--- src/rtl/four_bit_seq_divider.sv ---
// four_bit_seq_divider: restoring divider, 8-bit dividend / 4-bit divisor.
// It produces one quotient bit per clock, MSB first, under a start/busy/done
// handshake. Results are registered and hold until the next completion.
// Optional feature: define FOUR_BIT_SEQ_DIVIDER_DZ_EN to add divide-by-zero
// detection. With it, a zero divisor finishes at the accept edge and raises dz.
// Without it, dz is tied low and a zero divisor runs the normal 8-cycle path.
module four_bit_seq_divider (
    input  logic       clk,
    input  logic       clr,
    input  logic       start,
    input  logic [7:0] dividend,
    input  logic [3:0] divisor,
    output logic [7:0] quotient,
    output logic [3:0] remainder,
    output logic       busy,
    output logic       done,
    output logic       dz
);

    typedef enum logic [1:0] {
        IDLE = 2'd0,
        CALC = 2'd1,
        DONE = 2'd2
    } state_t;

    state_t      state_reg;
    state_t      state_next;

    // Working registers for the operation in flight.
    logic [7:0]  n_reg;
    logic [3:0]  d_reg;
    logic [4:0]  r_reg;
    logic [7:0]  q_reg;
    logic [2:0]  cnt_reg;

    // Published results.
    logic [7:0]  quotient_reg;
    logic [3:0]  remainder_reg;

    // One iteration of the restoring step, computed from the working registers.
    logic [4:0]  r_shift;
    logic        take;
    logic [4:0]  r_step;
    logic [7:0]  q_step;

    logic        accept;
    logic        last_iter;

`ifdef FOUR_BIT_SEQ_DIVIDER_DZ_EN
    logic        div_zero;
    assign div_zero = (divisor == 4'd0);
`else
    localparam logic div_zero = 1'b0;
`endif

    assign accept    = (state_reg == IDLE) && start;
    assign last_iter = (state_reg == CALC) && (cnt_reg == 3'd0);

    // Shift in the next dividend bit, then trial-subtract the divisor.
    always_comb begin
        r_shift = (r_reg << 1) | {4'b0000, n_reg[cnt_reg]};
        take    = (r_shift >= {1'b0, d_reg});
        r_step  = take ? (r_shift - {1'b0, d_reg}) : r_shift;
    end

    // The quotient bit selected by the counter takes the trial result.
    // Every other bit keeps its current value.
    generate
        for (genvar gi = 0; gi < 8; gi++) begin : g_qbit
            assign q_step[gi] = (cnt_reg == 3'(gi)) ? take : q_reg[gi];
        end
    endgenerate

    // State register.
    always_ff @(posedge clk or negedge clr) begin
        if (!clr) begin
            state_reg <= IDLE;
        end else begin
            state_reg <= state_next;
        end
    end

    // Next-state logic. DONE always returns to IDLE, so start is never queued.
    always_comb begin
        state_next = state_reg;
        case (state_reg)
            IDLE: begin
                if (start) begin
                    state_next = div_zero ? DONE : CALC;
                end
            end
            CALC: begin
                if (cnt_reg == 3'd0) begin
                    state_next = DONE;
                end
            end
            DONE:    state_next = IDLE;
            default: state_next = IDLE;
        endcase
    end

    // Working datapath. Operands are captured at accept, so the inputs may
    // change freely once the operation has started.
    always_ff @(posedge clk or negedge clr) begin
        if (!clr) begin
            n_reg   <= 8'h00;
            d_reg   <= 4'h0;
            r_reg   <= 5'h00;
            q_reg   <= 8'h00;
            cnt_reg <= 3'd0;
        end else if (accept) begin
            n_reg   <= dividend;
            d_reg   <= divisor;
            r_reg   <= 5'h00;
            q_reg   <= 8'h00;
            cnt_reg <= 3'd7;
        end else if (state_reg == CALC) begin
            r_reg   <= r_step;
            q_reg   <= q_step;
            cnt_reg <= cnt_reg - 3'd1;
        end
    end

    // Result registers. They change only when an operation completes.
    always_ff @(posedge clk or negedge clr) begin
        if (!clr) begin
            quotient_reg  <= 8'h00;
            remainder_reg <= 4'h0;
        end else if (accept && div_zero) begin
            quotient_reg  <= 8'hFF;
            remainder_reg <= dividend[3:0];
        end else if (last_iter) begin
            quotient_reg  <= q_step;
            remainder_reg <= r_step[3:0];
        end
    end

`ifdef FOUR_BIT_SEQ_DIVIDER_DZ_EN
    logic dz_reg;

    // Divide-by-zero flag. It is set on a zero-divisor accept and cleared
    // when a normal operation completes.
    always_ff @(posedge clk or negedge clr) begin
        if (!clr) begin
            dz_reg <= 1'b0;
        end else if (accept && div_zero) begin
            dz_reg <= 1'b1;
        end else if (last_iter) begin
            dz_reg <= 1'b0;
        end
    end

    assign dz = dz_reg;
`else
    assign dz = 1'b0;
`endif

    assign quotient  = quotient_reg;
    assign remainder = remainder_reg;
    assign busy      = (state_reg != IDLE);
    assign done      = (state_reg == DONE);

endmodule

--- config.mk ---
export PLATFORM = sky130hd
export DESIGN_NAME = four_bit_seq_divider
export DESIGN_NICKNAME = d
export VERILOG_FILES = /design/src/rtl/four_bit_seq_divider.sv
export SDC_FILE = /design/constraint.sdc
export NUM_CORES = 1
export LEC_CHECK = 0
export CORE_MARGIN = 8
export CORE_UTILIZATION = 45
export DETAILED_ROUTE_END_ITERATION = 7
export PLACE_DENSITY = 0.68
export SYNTH_ARGS = -nofsm -noshare
export SYNTH_HDL_FRONTEND = slang
export SYNTH_SLANG_ARGS = --single-unit
--- constraint.sdc ---
create_clock -name clk -period 5.1 [get_ports clk]
set_clock_uncertainty 0.1 [all_clocks]
set_input_delay 0.51 -clock clk [delete_from_list [all_inputs] [get_ports clk]]
set_output_delay 0.51 -clock clk [all_outputs]
set_load 0.05 [all_outputs]
Word-level counts from Yosys, hierarchy flattened
Cells that the tools add are included.
- flip-flop bits (word level): 41
- output and inout bits: 15
- logic and storage cells: 51
- $add $sub $neg: 2
- order comparisons: 2
- equality and inequality tests: 11
- muxes and demuxes: 20
- bitwise operators: 1
- reductions and logical operators: 7
- operators with widths (operator ; count):
    8-bit two-way mux ; 2
    3-bit == test (second input constant) ; 4
    4-bit two-way mux ; 3
    1-bit two-way mux ; 9
    3-bit by 2-bit == test with 1-bit output (second input constant) ; 2
    3-bit two-way mux ; 2
    5-bit by 4-bit greater-or-equal comparator with 1-bit output ; 1
    5-bit by 1-bit OR with 5-bit output ; 1
    3-bit by 4-bit less-than comparator with 1-bit output (second input constant) ; 1
    2-bit two-way mux ; 2
    2-bit one-hot mux with 2 select lines ; 1
    2-bit nonzero test ; 2
    4-bit subtractor ; 1
    1-bit binary-select mux with 3-bit select ; 1
    3-bit by 1-bit == test with 1-bit output (second input constant) ; 1
    3-bit zero test ; 1
    3-bit by 1-bit subtractor with 3-bit output (second input constant) ; 1
    2-bit by 1-bit == test with 1-bit output (second input constant) ; 1
    2-bit == test (second input constant) ; 1
    1-bit logical AND ; 2
    2-bit zero test ; 1
    2-bit by 1-bit inequality test with 1-bit output (second input constant) ; 1
    2-bit inequality test (second input constant) ; 1
    2-bit AND reduction ; 1

Longest topological paths before layout
- depth after elaboration: 7
- gate-level depth with buffers: 10
- mapped depth without buffers: 9

Worst setup path before layout
Ideal clock, no wire load.
- kind: register to register
- from: reg cnt_reg[1]
- to: reg q_reg[1]
- arrival: 2.246 ns
- required time: 4.871 ns
- slack: 2.625 ns
- stages on the path, launching flop included: 10
- buffers on the path: 1
- cells stage by stage: dfrtp_1 > mux4_1 > mux2_4 > inv_1 > ha_1 > nor2b_1 > o311a_1 > buf_6 > o21ai_2 > o21ai_1
- cells in the longest elaborated chain, start to end: 7
- elaborated cells between the ends (all ways): 8
- RTL lines (item ; RTL line ; text):
    from (decl) ; 34 ; logic [2:0] cnt_reg;
    from (signal assigned) ; 120 ; cnt_reg <= cnt_reg - 3'd1;
    1-bit binary-select mux with 3-bit select ; 61 ; r_shift = (r_reg << 1) | {4'b0000, n_reg[cnt_reg]};
    1-bit two-way mux (not written as such) ; 61 ;
    5-bit by 1-bit OR with 5-bit output ; 61 ;
    5-bit by 4-bit greater-or-equal comparator with 1-bit output ; 62 ; take = (r_shift >= {1'b0, d_reg});
    1-bit two-way mux * ; 70 ; assign q_step[gi] = (cnt_reg == 3'(gi)) ? take : q_reg[gi];
    8-bit two-way mux * ; 117 ; end else if (state_reg == CALC) begin
    8-bit two-way mux * ; 111 ; end else if (accept) begin
    to (signal assigned) ; 119 ; q_reg <= q_step;
    to (decl) ; 33 ; logic [7:0] q_reg;
Mark *: on every way between the ends. The rest lies on a longest branch, timed or not. The select of a mux whose other input is x is not followed.
A chain may end at the register's enable or synchronous reset.

Worst setup path in the final report
Same ends and word-level chain as after synthesis.

==> results.cfg <==
[routing]
viasPerCell = 5.31
post_drt_wl_per_cell_um = 13.9
drc = 0
postRouteAntennaNets = 0
wirelength_um = 3810
vias = 1450
firstDrtPassIters = 4
drt_iter0_drc = 86

[critical_path]
cp.required_ns = 5.17
worst-r2r-setup-slack_ns = 2.32
arrival_ns = 2.85
rr_startpoint = cnt_reg[1]$_DFFE_PN0P_
slowest_delay_ns = 0.60
cp_cell_sequence = mux4_1 -> mux2_4 -> inv_1 -> ha_1 -> nor2b_1 -> o311a_1 -> o21ai_2 -> o21ai_1
start_kind = flip-flop
crit_cells = 8
worst_setup_path_end_kind = flip-flop
critical_path.top_delay_family = multiplexers
r2r_cells = 8
crit_type = reg -> reg
slowest_stage = mux4_1
timing.rr.end = q_reg[1]$_DFFE_PN0P_
path_buf_inv = 1
crit_path_max_fanout = 10

[sta]
tns_ns = 0
setup_viol = 0
hold_viol = 0
finalCritPeriodShare_pct = 54.5
period_needed_ns = 2.78
timing.fmax_mhz = 360
tightest_slew_ns = 0.860
maxSlewHeadroom_pct = 42.7
slew_violations = 0
rsz0062_at_grt = false

[clock_network]
cts_root_buf = clkbuf_8
postCtsSetupRepairBufs = 0
post_cts_resized = 0
cts.reportedPaths.clkPinSlew_ns = 0.08
cts_htree_levels = 2
cts.sinks = 40
cts-buffers-inserted = 5
clk_latency_ns = 0.29
clock_path_buffers = 2
cts_hold_repair.buffers = 0
cts_tree = built

[yosys]
ys_warn_count = 0
yosysTopAreaCell = dfrtp_1
syn_area_per_cell_sq_um = 10.4
yosys-top-cells-area = dfrtp_1 49%, ha_1 5.5%, mux2_1 5.5%
synth_cells = 196
synth-main-ff-cell = dfrtp_1
syn_nets = 221
yosys-top-cells-count = 40 x dfrtp_1, 28 x nand2_1, 14 x o21ai_1, 10 x mux2_1
seq_area_frac_synth_pct = 49.1
synth_top_area_share_pct = 49.1
synth.most_common_cell = dfrtp_1
synth_area_sq_mm = 0.00204
ys_ff_latch = 40
ys_async_sr_fraction_pct = 100
synth_cell_types = 42
synth_edf_count = 0

[place]
hpwlAfterDp_um = 2760
port-buffer-count = 28
place_inst = 265
place_congestion = 0.871

[grt]
grtUsageTotal_pct = 12.1
grt_max_degree = 41
grt-ovfl-total = 0
grt_pass1_wl_um = 7060
antenna_found_initial = 0
grt_pass1_vias = 1479

[cells_and_area]
diodes = 0
layout.cells.non_filler = 273
nets = 245
drive_above_1_share_pct = 7.24
syn2layout_area_growth_pct = 19.2

[die]
ios = 30
die_area_sq_mm = 0.00694
die_h_um = 83.3
rows = 24
core_area_sq_mm = 0.00435
start_util_pct = 46.8
die_x_um = 83.3

[job]
drv_cap = 0

[status]
status = completed

[worst_hold_path]
hold_class = in -> async
[per-layer routing]
layer  global-route usage (%)  vias up  wire (um)
li1                         -      725          -
met1                     16.3      684       1970
met2                     17.1       36       1570
met3                     4.30        5        200
met4                     4.79        0         63
met5                        0        -          0
[worst max path at each step]
stage / startpoint / endpoint / slack [ns]
global placement: cnt_reg[1]$_DFFE_PN0P_ / q_reg[7]$_DFFE_PN0P_ / 2.46
CTS: cnt_reg[1]$_DFFE_PN0P_ / q_reg[1]$_DFFE_PN0P_ / 2.31
detailed placement: cnt_reg[1]$_DFFE_PN0P_ / r_reg[2]$_DFFE_PN0P_ / 2.35
finish: cnt_reg[1]$_DFFE_PN0P_ / q_reg[1]$_DFFE_PN0P_ / 2.32
global route: cnt_reg[1]$_DFFE_PN0P_ / remainder[0]$_DFFE_PN0P_ / 2.08
floorplan: cnt_reg[1]$_DFFE_PN0P_ / q_reg[1]$_DFFE_PN0P_ / 2.63
[metrics by stage]
stage	hold slack [ns]	util, %	area [sq um]	setup WS [ns]
floorplan	0.114	-	2040	2.63
global placement	0.355	53.3	2320	2.46
detailed placement	0.358	53.3	2320	2.35
CTS	0.258	55.7	2430	2.31
global route	0.290	55.7	2430	2.08
finish	0.220	55.7	2430	2.32
[logic make-up after synthesis]
logic type / share of synthesized area [%]
mux: 9.95
flops: 49.1
other cells: 0.184
simple gates: 16.3
buf+inv: 4.30
compound gates: 12.7
fa+ha+maj: 6.51
xor+xnor: 0.860
[cell usage in the layout, fill, tap and decap left out, types with 2 or more instances in the layout]
cell / instances
a21oi_1: 6
and2_1: 2
clkbuf_8: 5
clkdlybuf4s50_1: 27
dfrtp_1: 40
ha_1: 9
inv_1: 7
mux2_1: 10
mux2_2: 2
mux4_1: 2
nand2_1: 28
nand2b_1: 4
nand3_1: 5
nand4_1: 3
nor2_1: 6
nor2b_1: 7
nor3_1: 5
o211ai_1: 3
o21ai_0: 9
o21ai_1: 14
o31ai_1: 4
o41ai_1: 2
[area by class of cell]
type,instances,area (sq um)
fillers,405,1930
repair buffers,28,275
well taps,52,65.1
multi-input cells,137,948
clock buffers,6,72.6
inverters,8,30.0
flip-flops and latches,40,1000
clock inverters,2,35.0
Power is not shown: default switching activity piles up to over one toggle a cycle in this logic, so the estimate is an artifact.
